$ cat config.mk
export PLATFORM = sky130hd
export DESIGN_NAME = reg_status_ctrl
export DESIGN_NICKNAME = d
export VERILOG_FILES = /design/src/rtl/reg_status_ctrl_pkg.sv /design/src/rtl/reg_tag_table.sv /design/src/rtl/reg_status_ctrl.sv
export SDC_FILE = /design/constraint.sdc
export NUM_CORES = 1
export LEC_CHECK = 0
export BUFFER_PORTS_ARGS = -buffer_cell sky130_fd_sc_hd__buf_2
export CORE_UTILIZATION = 40
export CTS_BUF_LIST = sky130_fd_sc_hd__clkbuf_4
export CTS_CLUSTER_DIAMETER = 150
export DETAILED_ROUTE_END_ITERATION = 12
export PLACE_DENSITY = 0.65
export SYNTH_ARGS = -nofsm -noshare
export SYNTH_HDL_FRONTEND = slang
export SYNTH_SLANG_ARGS = --single-unit
$ cat constraint.sdc
create_clock -name clk -period 4.4 [get_ports clk]
set_clock_uncertainty 0.1 [all_clocks]
set_input_delay 0.44 -clock clk [delete_from_list [all_inputs] [get_ports clk]]
set_output_delay 0.44 -clock clk [all_outputs]
set_load 0.01 [all_outputs]
$ cat src/rtl/reg_status_ctrl_pkg.sv
// reg_status_ctrl_pkg: shared sizes, FSM encoding and boolean constants for the register status tracker
package reg_status_ctrl_pkg;
  localparam int DEF_REG_NUM = 32;
  localparam int DEF_ROB_ID_W = 4;
  localparam int DEF_DATA_W = 32;
  localparam logic TRUE = 1'b1;
  localparam logic FALSE = 1'b0;
  typedef enum logic {RUN = 1'b0, FLUSH = 1'b1} state_e;
endpackage

$ cat src/rtl/reg_tag_table.sv
// reg_tag_table: busy/tag scoreboard with issue > commit-clear > hold priority and flush override
module reg_tag_table
  import reg_status_ctrl_pkg::*;
#(
  parameter int REG_NUM = DEF_REG_NUM,
  parameter int ROB_ID_W = DEF_ROB_ID_W
) (
  input  logic                clk,
  input  logic                rst,
  input  logic                rdy,
  input  logic                flush,
  input  logic                iss_we,
  input  logic [4:0]          iss_rd,
  input  logic [ROB_ID_W-1:0] iss_rob_id,
  input  logic                cmt_valid,
  input  logic [4:0]          cmt_rd,
  input  logic [ROB_ID_W-1:0] cmt_rob_id,
  output logic [REG_NUM-1:0]  busy,
  output logic [ROB_ID_W-1:0] tag [REG_NUM],
  output logic [5:0]          busy_cnt
);
  logic iss_hit, cmt_hit, inc;
  assign iss_hit = iss_we && iss_rd != 5'd0;
  // an issue to the same register supersedes its commit-clear
  assign cmt_hit = cmt_valid && rdy && cmt_rd != 5'd0 && busy[cmt_rd] && tag[cmt_rd] == cmt_rob_id
                   && !(iss_hit && iss_rd == cmt_rd);
  assign inc = iss_hit && !busy[iss_rd];
  always_ff @(posedge clk or negedge rst) begin
    if (!rst) begin
      busy <= '0;
      busy_cnt <= '0;
      for (int i = 0; i < REG_NUM; i++) tag[i] <= '0;
    end else if (rdy) begin
      if (flush) begin
        busy <= '0;
        busy_cnt <= '0;
      end else begin
        if (iss_hit) begin
          busy[iss_rd] <= TRUE;
          tag[iss_rd] <= iss_rob_id;
        end
        if (cmt_hit) busy[cmt_rd] <= FALSE;
        busy_cnt <= busy_cnt + 6'(inc) - 6'(cmt_hit);
      end
    end
  end
endmodule

$ cat src/rtl/reg_status_ctrl.sv
// reg_status_ctrl: register status tracking with issue/commit handshakes, commit forwarding and a registered write port
module reg_status_ctrl
  import reg_status_ctrl_pkg::*;
#(
  parameter int REG_NUM = DEF_REG_NUM,
  parameter int ROB_ID_W = DEF_ROB_ID_W,
  parameter int DATA_W = DEF_DATA_W
) (
  input  logic                clk,
  input  logic                rst,
  input  logic                rdy,
  input  logic                iss_valid,
  output logic                iss_ready,
  input  logic [4:0]          iss_rd,
  input  logic [ROB_ID_W-1:0] iss_rob_id,
  input  logic                cmt_valid,
  input  logic [4:0]          cmt_rd,
  input  logic [ROB_ID_W-1:0] cmt_rob_id,
  input  logic [DATA_W-1:0]   cmt_data,
  input  logic                flush,
  input  logic [4:0]          rs1_idx,
  output logic                rs1_busy,
  output logic [ROB_ID_W-1:0] rs1_tag,
  output logic                rs1_fwd,
  output logic [DATA_W-1:0]   rs1_fwd_data,
  input  logic [4:0]          rs2_idx,
  output logic                rs2_busy,
  output logic [ROB_ID_W-1:0] rs2_tag,
  output logic                rs2_fwd,
  output logic [DATA_W-1:0]   rs2_fwd_data,
  output logic                wr_en,
  output logic [4:0]          wr_idx,
  output logic [DATA_W-1:0]   wr_data,
  output logic [5:0]          busy_cnt
);
  state_e state, state_nx;
  logic [REG_NUM-1:0] busy;
  logic [ROB_ID_W-1:0] tag [REG_NUM];
  always_ff @(posedge clk or negedge rst) begin
    if (!rst) state <= RUN;
    else state <= state_nx;
  end
  always_comb state_nx = rdy ? (flush ? FLUSH : RUN) : state;
  always_comb iss_ready = rst && rdy && state == RUN && !flush;
  reg_tag_table #(.REG_NUM(REG_NUM), .ROB_ID_W(ROB_ID_W)) u_table (
    .clk(clk), .rst(rst), .rdy(rdy), .flush(flush),
    .iss_we(iss_valid && iss_ready), .iss_rd(iss_rd), .iss_rob_id(iss_rob_id),
    .cmt_valid(cmt_valid), .cmt_rd(cmt_rd), .cmt_rob_id(cmt_rob_id),
    .busy(busy), .tag(tag), .busy_cnt(busy_cnt)
  );
  // a matching commit this cycle resolves the source without waiting for the write
  always_comb begin
    rs1_fwd = cmt_valid && cmt_rd == rs1_idx && busy[rs1_idx] && tag[rs1_idx] == cmt_rob_id;
    rs2_fwd = cmt_valid && cmt_rd == rs2_idx && busy[rs2_idx] && tag[rs2_idx] == cmt_rob_id;
    rs1_busy = busy[rs1_idx] && !rs1_fwd;
    rs2_busy = busy[rs2_idx] && !rs2_fwd;
    rs1_tag = tag[rs1_idx];
    rs2_tag = tag[rs2_idx];
    rs1_fwd_data = rs1_fwd ? cmt_data : '0;
    rs2_fwd_data = rs2_fwd ? cmt_data : '0;
  end
  always_ff @(posedge clk or negedge rst) begin
    if (!rst) begin
      wr_en <= 1'b0;
      wr_idx <= '0;
      wr_data <= '0;
    end else begin
      wr_en <= rdy && cmt_valid && cmt_rd != 5'd0;
      if (rdy && cmt_valid) begin
        wr_idx <= cmt_rd;
        wr_data <= cmt_data;
      end
    end
  end
endmodule

==> results of run 1 <==
## timing repair
item	4_1_cts	5_1_grt
setup endpoints to repair	0	18
endpoints found under the hold margin	74	0
hold buffers	37	0
resized for setup	0	2
## registers in the layout, summed over array words and instances, names as in the netlist
register and count:
wr_en 1, state 1, wr_idx 5, u_table.busy 32, u_table.busy_cnt 6, u_table.tag 128, wr_data 32
## through the flow
step           worst slack (ns)  setup TNS (ns)  cells
3_3_place_gp            -0.0227         -0.0227   1711
6_report                  0.131               0   1843
2_1_floorplan             0.156               0   1129
5_1_grt                  0.0441               0   1843
4_1_cts                   0.121               0   1839
3_5_place_dp            -0.0236         -0.0236   1711
## layout make-up
class                           count  share of cell area [%]
Antenna cell                        4                  0.0628
Clock buffer                       71                    3.35
Clock inverter                     20                   0.503
Inverter                           14                   0.330
Multi-Input combinational cell    813                    48.8
Sequential cell                   205                    32.2
Tap cell                          442                    3.47
Timing Repair Buffer              274                    11.3
## path summary, 6_finish.rpt
kind	startpoint	to	slack (ns)	cells after the start
worst min-delay path	iss_rob_id[2]	u_table.tag[22]	0.13	3
worst max-delay path	rs2_idx[1]	rs2_busy	0.13	12
worst min register to register	u_table.tag[124]	u_table.tag[124]	0.33	0
max in group asynchronous	rst	u_table.busy[21]	2.52	4
min in group asynchronous	rst	u_table.busy_cnt[5]	0.26	3
worst max register to register	u_table.busy[31]	u_table.busy_cnt[5]	0.31	17
## cells by family after synthesis
family                   after synthesis
buffers and inverters                111
adder cells (fa/ha/maj)                7
multiplexers                         346
AO/OA/AOI/OAI                        134
XOR/XNOR                              29
flip-flops                           205
AND/OR/NAND/NOR                      297
## power by group
| part | switching, mW | total [mW] | leakage, nW | internal, mW |
|---|---|---|---|---|
| registers | 0.0796 | 2.06 | 2.76 | 1.98 |
| logic | 0.422 | 0.772 | 4.20 | 0.351 |
| clock network | 0.818 | 1.56 | 0.370 | 0.747 |
| total | 1.32 | 4.40 | 7.33 | 3.08 |
## cell usage in the layout, fill, tap and decap left out, types with 15 or more instances in the layout
| cell type | Yosys | routed |
|---|---|---|
| sky130_fd_sc_hd__mux4_2 | 100 | 100 |
| sky130_fd_sc_hd__buf_2 | 17 | 184 |
| sky130_fd_sc_hd__nor2_1 | 80 | 80 |
| sky130_fd_sc_hd__mux2_2 | 162 | 162 |
| sky130_fd_sc_hd__nand2_1 | 41 | 40 |
| sky130_fd_sc_hd__mux2i_1 | 84 | 84 |
| sky130_fd_sc_hd__clkinv_1 | 0 | 15 |
| sky130_fd_sc_hd__clkbuf_4 | 0 | 71 |
| sky130_fd_sc_hd__o21ai_0 | 37 | 37 |
| sky130_fd_sc_hd__o22ai_1 | 27 | 27 |
| sky130_fd_sc_hd__dfrtp_1 | 205 | 205 |
| sky130_fd_sc_hd__a31oi_1 | 35 | 35 |
| sky130_fd_sc_hd__nor2b_1 | 15 | 15 |
| sky130_fd_sc_hd__dlygate4sd3_1 | 0 | 37 |
| sky130_fd_sc_hd__and2_1 | 67 | 67 |
| sky130_fd_sc_hd__xor2_1 | 18 | 17 |
| sky130_fd_sc_hd__buf_4 | 10 | 44 |
## per-layer routing
layer	up-vias	track usage (%)	routed length [um]
li1	4753	-	-
met1	5559	35.3	18500
met2	711	41.4	20700
met3	98	6.02	4350
met4	0	10.5	1700
met5	-	0	0
## worst max-delay path: cells and delay by family
| kind | cells | cell delay, ns |
|---|---|---|
| buffers and inverters | 5 | 1.32 |
| XOR/XNOR | 1 | 0.21 |
| multiplexers | 2 | 0.70 |
| AND/OR/NAND/NOR | 4 | 0.99 |
==> results.txt, run 1 <==
The total global routing overflow is 0. In this run the cell area measured after placement is 14900 um^2. The synthesized design spends more area on one cell type than any other, namely sky130_fd_sc_hd__dfrtp_1.

The design draws 4.40 mW. The sequential cells in the finished layout cover a total of 5130 um^2. The cell with the most instances after synthesis was sky130_fd_sc_hd__dfrtp_1.

Of the available clock period, the critical path in the final layout requires 97.0%. During placement, the flow inserted port buffers numbering 186. The starting utilization of the core area was 40.9%. In this run the worst path has a maximum fanout of 34. TritonCTS built the clock tree.

Of all flip-flops after synthesis, the portion carrying an async set or reset was 100%. Setup repair after global routing left no endpoint under its margin. The H-tree was split into 2 levels.

The run gives 48.6% as the core occupancy in the finished layout. For the number of buffers inserted to repair setup after CTS, the log shows 0. The HPWL reported at the end of detailed placement was 33.0 mm. Routability-driven placement finished with a final weighted congestion of 0.956. In this run, synthesis produced a sequential element count of 205. The floorplan has 66 rows. The critical path in this run is classified as in -> out. STA puts the critical path data arrival time at 3.73 ns.

The ratio of cells with drive above 1 in the final layout works out to 42.2%. The synthesized design contains 0 enable-type register cells. From synthesis to final layout, the design area changed by 18.8%. The areal power density over the cells is 276 nW/um^2. The synthesized instance count is 1129, and the part of the Yosys area used for sequential elements is 38.3%. In this run the standard cell core region covers 32800 um^2.

Based on the critical path, the design can be clocked at up to 234 MHz. The later pin in the worst-skew pair is clocked with a latency of 0.70 ns. 187 I/O pins were placed. After synthesis, the largest family of logic cells by area is multiplexers. The run gives 53 as the TritonCTS buffer count. IR analysis of the VDD net gives a maximum drop of 0.105 mV. The share of the synthesized area in the top cell type came out at 38.3%. Buffer cell driving the clock tree root: sky130_fd_sc_hd__clkbuf_4. The run gives 59 as the count of cell types in the netlist. The net total in the final layout came out at 1434. The synthesized-area fraction occupied by xor and xnor cells works out to 1.89%.

The run gives 0 as the Yosys warning count. The run gives 3 as the largest buffer count on any clock path. Clock-pin slew was measured on the worst setup and hold paths at 0.06 ns. For this design the static power due to leakage is 7.33 nW. Averaged over all synthesized cells, the footprint is 11.9 um^2. The highest cell delay on the worst timing path was 0.52 ns. The floorplan step set the die height to 185 um. Via count of the first global-routing pass: 10600. The first global-routing pass estimated 66.5 mm of wire. In the final routed layout, each cell accounts on average for 24.5 um.

After detailed routing, the total wire length is 45.2 mm. Setup violations remaining at the end of the flow were counted as 0. Die area: 34300 um^2. Multiplexer cells account for 36.7% of the synthesized area. After synthesis, the most frequently instantiated cells are 205 x sky130_fd_sc_hd__dfrtp_1, 162 x sky130_fd_sc_hd__mux2_2, 100 x sky130_fd_sc_hd__mux4_2, 84 x sky130_fd_sc_hd__mux2i_1, 80 x sky130_fd_sc_hd__nor2_1. Global routing used 26.4% of the available tracks across all layers. The first TritonRoute pass finished after 5 iterations.

Type of the most critical hold path: in -> reg. In the routed design, unresolved DRC markers number 0. After detailed routing, the number of vias per cell comes to 6.03.

The top flip-flop cell by instance count after synthesis was sky130_fd_sc_hd__dfrtp_1. The complex-gate fraction of the synthesized area was 6.31%; the combined area of all synthesized cells was 13400 um^2. The run gives 11100 as the detailed-route via count.

The tools report the total count of hold-check failures in the final report as 0. Yosys attributes the largest share of cell area to sky130_fd_sc_hd__dfrtp_1 38%, sky130_fd_sc_hd__mux4_2 17%, sky130_fd_sc_hd__mux2_2 14%. The run finished with clean final reports. Subtracting the final worst setup slack from the clock period gives 4.27 ns. The max-slew violation count was 0. Measured along the x axis, the die boundary spans 185 um. The multi-input combinational cells in the finished layout cover a total of 7770 um^2. The number of antenna violations at the first check in global routing is 4, and the worst hold slack after final layout is 0.134 ns. Once layout is done, the placed cells without fillers occupy 15900 um^2.

The max-capacitance violation count is 0, and the filler cell count is 2929. The logs give 3.86 ns for the data required time at the worst endpoint and 26.2% for the tightest slew margin relative to the limit. Net count after synthesis: 1202.

Of the total synthesized cell area, the portion taken by AND, OR, NAND and NOR gates is 12.3%. STA classifies the critical path startpoint as a primary input. The adder and majority gate portion of the synthesized area was 0.709%. For this block, the initial DRC count from the detailed router was 1323.

The residual antenna-violating net count after detailed routing was 0. The worst setup path is captured at a primary output. Entering global routing, the biggest net connects 171 pins. Walking the worst path, the cells encountered are buf_2 > buf_4 > mux4_2 > mux2i_1 > nor2_1 > or4_1 > xor2_1 > nor4_4 > buf_12 > nor3_1 > buf_4 > buf_2. The largest individual stage delay along the critical path comes from the cell sky130_fd_sc_hd__or4_1. The actual slew at the worst max-slew pin came out at 1.11 ns.

CTS saw 205 sinks.
Note: power is estimated with default switching activity, not from simulation.
==> run 2, diff against run 1 <==
GPL_ROUTABILITY_DRIVEN = 0   (was default)
PLACE_DENSITY = 0.67   (was 0.65)
clock period = 3.6 ns   (was 4.4 ns; I/O delays follow)
==> run 2 against run 1 <==
Compared with the run above: the flow now finishes with violations (negative setup slack); power grew 32%; die area is the same; critical path type is now reg -> out; worst setup slack lost 0.67 ns; core utilization grew 6.7 points; critical endpoint is now rs2_fwd_data[9]; critical path depth shrank 1; global-route usage grew 1.9 points; first-iteration DRC count grew 14%.
==> results.txt, run 2 (synthesized netlist as in run 1, its figures left out) <==
Cells traversed along the worst timing path: buf_4 > mux4_2 > o22ai_2 > nor3_1 > or4_4 > xor2_4 > nor4_4 > buf_6 > clkbuf_16 > and2_4 > buf_6 (was buf_2 > buf_4 > mux4_2 > mux2i_1 > nor2_1 > or4_1 > xor2_1 > nor4_4 > buf_12 > nor3_1 > buf_4 > buf_2). For the net total in the final layout, the log shows 1597 (was 1434). Top Registers: u_table.tag x128, u_table.busy x32, wr_data x32 (unchanged). The family with the most delay on the worst path was simple AND/OR/NAND/NOR gates (was buffers and inverters). The tools report the via count of the first global-routing pass as 12100 (was 10600). The number of clock sinks seen by CTS came out at 205 (unchanged).

Critical register-to-register path endpoint: u_table.busy_cnt[5] (unchanged). The ratio of cells with drive above 1 in the final layout was 53.2% (was 42.2%). Number of cells in the finished layout apart from fillers: 2007 (was 1843).

The logs give 33.5% (was 26.2%) for the tightest slew margin relative to the limit and -0.542 ns (was 0.131 ns) for the slack of the critical path. The die extent in x was 185 um (unchanged). The checks that failed: negative setup slack. The number of buffer cells added on primary ports is 186 (unchanged). The type of the most critical hold path was in -> reg (unchanged). The data required time at the worst endpoint is 3.14 ns (was 3.86 ns).

The max-slew violation count is 0 (unchanged), and the die height is 185 um (unchanged). The tools report the type of element capturing the critical path as a primary output (unchanged). The areal power density over the cells works out to 320 nW/um^2 (was 276 nW/um^2). The deepest level of the CTS H-tree is 2 (unchanged), and the worst setup slack for register-to-register paths is -0.27 ns (was 0.31 ns). Type of the worst setup path: reg -> out (was in -> out). The run gives 0 (unchanged) as the residual antenna-violating net count after detailed routing.

The max-capacitance violation count was 0 (unchanged). The tools report the post-placement setup slack as -0.569 ns (was -0.0236 ns). The logs give 2779 (was 2929) for the filler cell count and 1833 (was 1711) for the cell total after placement.

The tools report the area after detailed placement as 16000 um^2 (was 14900 um^2). Layout overhead on the synthesized area: 35.1% (was 18.8%). The final clock period utilization by the worst path came out at 115%.

The run gives 8.42 nW (was 7.33 nW) as the static leakage power. The worst hold slack after final layout came out at 0.0852 ns (was 0.134 ns). TritonCTS built the clock tree. For the cell row count, the log shows 66 (unchanged). The logs give 187 (unchanged) for the number of top-level pins and 32800 um^2 (unchanged) for the core outline area. The tools report the endpoint of the worst hold path as u_table.tag[86] (was u_table.tag[22]). The clock edge transition at the registers on the reported setup and hold paths was 0.07 ns (was 0.06 ns); the total count of hold-check failures in the final report was 0 (unchanged). The actual slew at the worst max-slew pin came out at 0.995 ns (was 1.11 ns). For the starting utilization of the core area, the log shows 40.9% (unchanged).

The total global routing overflow was 0 (unchanged); the number of failing setup endpoints in the final timing report was 70 (was 0). The highest clock frequency the design can meet is 241 MHz, and the first-pass iteration count of the detailed router is 5 (unchanged). The total buffers and inverters traversed by the critical path was 4 (was 5).

HPWL reported at the end of detailed placement: 33.9 mm (was 33.0 mm). Launching point of the worst reg2reg path: u_table.tag[30] (was u_table.busy[31]). Global-route wire length before repair: 71.9 mm (was 66.5 mm). Setup repair after global routing could not meet its margin everywhere.

For the detailed-route via count, the log shows 12300 (was 11100). The flow ran to the end, but the final reports show violations. The flip-flop count of the largest register, all copies and words added was 128 (unchanged); the maximum fanout along the worst path was 8 (was 34). The average routed wire per standard cell is 24.6 um (was 24.5 um). The logs give 34300 um^2 (unchanged) for the die area and 145 (was 171) for the maximum number of pins on one net before global-route repair.

The post-detailed-route DRC marker count is 0 (unchanged), and the maximum resistive drop on vdd is 0.198 mV (was 0.105 mV). Most frequent cells in the layout: 205 x sky130_fd_sc_hd__dfrtp_1, 179 x sky130_fd_sc_hd__buf_4, 160 x sky130_fd_sc_hd__mux2_2, 143 x sky130_fd_sc_hd__buf_2, 100 x sky130_fd_sc_hd__mux4_2 (was 205 x sky130_fd_sc_hd__dfrtp_1, 184 x sky130_fd_sc_hd__buf_2, 162 x sky130_fd_sc_hd__mux2_2, 100 x sky130_fd_sc_hd__mux4_2, 84 x sky130_fd_sc_hd__mux2i_1). The number of antenna violations at the first check in global routing is 2 (was 4), and the core occupancy in the finished layout is 55.2% (was 48.6%).

In this design, the critical path's most frequently occurring cell is sky130_fd_sc_hd__buf_6. Critical hold path startpoint: iss_rob_id[2] (unchanged). The run gives 49.4 mm (was 45.2 mm) as the final wirelength. The arrival time of the worst setup path was 3.68 ns (was 3.73 ns). Most common cell after layout, fill and taps aside: sky130_fd_sc_hd__dfrtp_1 (unchanged). The summed area of non-filler cells in the final layout was 18100 um^2 (was 15900 um^2). The kind of start point of the critical path was a flop (was a primary input). The slowest cell on the critical path was sky130_fd_sc_hd__or4_4 (was sky130_fd_sc_hd__or4_1). The tools report the total area of sequential cells as 5130 um^2 (unchanged).

The overall track demand over capacity in global routing is 28.3% (was 26.4%), and the largest buffer count on any clock path is 3 (unchanged). The tools report the buffer cell driving the clock tree root as sky130_fd_sc_hd__clkbuf_4 (unchanged). The tools report the clock latency on the worst-skew pair as 0.70 ns (about the same). The worst path needs 4.14 ns of the cycle, external delays included. Post-detailed-route via-to-cell ratio: 6.13 (was 6.03). The count of cells along the worst register-to-register path works out to 20 (was 17). The number of cells on the worst hold path was 3 (unchanged); the highest cell delay on the worst timing path was 0.58 ns (was 0.52 ns).

The largest register by flop count was u_table.tag (unchanged). The TritonCTS buffer count came out at 56 (was 53). For the combined area of the multi-input logic cells, the log shows 8150 um^2 (was 7770 um^2). The tools report the DRC marker count from the first detailed-route iteration as 1506 (was 1323).
run 2: per-stage QoR:
step                      setup TNS [ns]  total power [mW]
after floorplan                        0              3.10
after global routing              -33.35              6.03
after detailed placement           -8.91              3.54
after global placement             -6.17              3.52
after CTS                         -24.01              5.79
final                             -26.94              5.79
run 2: worst reg2reg max path, stage by stage, from the launching register on:
cell                       delay (ns)
sky130_fd_sc_hd__dfrtp_1         0.39
sky130_fd_sc_hd__buf_6           0.12
sky130_fd_sc_hd__buf_6           0.10
sky130_fd_sc_hd__buf_6           0.12
sky130_fd_sc_hd__mux4_2          0.46
sky130_fd_sc_hd__a32oi_2         0.19
sky130_fd_sc_hd__nand4_1         0.15
sky130_fd_sc_hd__xor2_1          0.18
sky130_fd_sc_hd__nor3_2          0.16
sky130_fd_sc_hd__and4_4          0.27
sky130_fd_sc_hd__and2_4          0.17
sky130_fd_sc_hd__ha_4            0.13
sky130_fd_sc_hd__inv_4           0.04
sky130_fd_sc_hd__ha_4            0.20
sky130_fd_sc_hd__a21o_1          0.19
sky130_fd_sc_hd__a21oi_2         0.14
sky130_fd_sc_hd__o21bai_1        0.08
sky130_fd_sc_hd__a21oi_1         0.15
sky130_fd_sc_hd__xnor2_1         0.15
sky130_fd_sc_hd__mux2i_1         0.22
sky130_fd_sc_hd__o22ai_1         0.09
run 2: what timing repair did:
item,4_1_cts,5_1_grt
gates cloned,6,1
hold endpoints to repair,183,0
setup endpoints to repair,70,72
gates resized for setup,69,74
hold buffers,37,0
setup buffers,28,13
pin swaps,36,40
run 2: final cells by class:
| type | count | share of cell area [%] |
|---|---|---|
| tap | 442 | 3.05 |
| timing repair buffer | 434 | 19.3 |
| clock buffer | 80 | 3.32 |
| clock inverter | 17 | 0.656 |
| antenna | 2 | 0.0276 |
| inverter | 14 | 0.304 |
| multi-input combinational | 813 | 45.0 |
| sequential | 205 | 28.3 |
run 2: metal layers:
layer	track usage, %	vias to the layer above	wire length (um)
li1	-	5077	-
met1	36.6	6170	19000
met2	44.9	846	23000
met3	6.69	205	4920
met4	12.9	0	2410
met5	0	-	0
run 2: how the worst max path moves through the flow:
| stage | startpoint | end | slack [ns] | cells after the start |
|---|---|---|---|---|
| after floorplan | cmt_rd[0] | u_table.busy_cnt[5] | 0.0009 | 20 |
| after global placement | cmt_rd[1] | u_table.busy_cnt[5] | -0.44 | 19 |
| after detailed placement | cmt_rd[1] | u_table.busy_cnt[5] | -0.57 | 19 |
| after CTS | u_table.tag[15] | rs2_fwd_data[24] | -0.45 | 12 |
| after global routing | u_table.tag[46] | rs2_fwd_data[31] | -0.61 | 11 |
| final | u_table.tag[102] | rs2_fwd_data[9] | -0.54 | 11 |
run 2: power breakdown:
group          internal, mW  switching [mW]
logic                 0.515           0.573
registers              2.42          0.0899
clock network          1.16            1.03
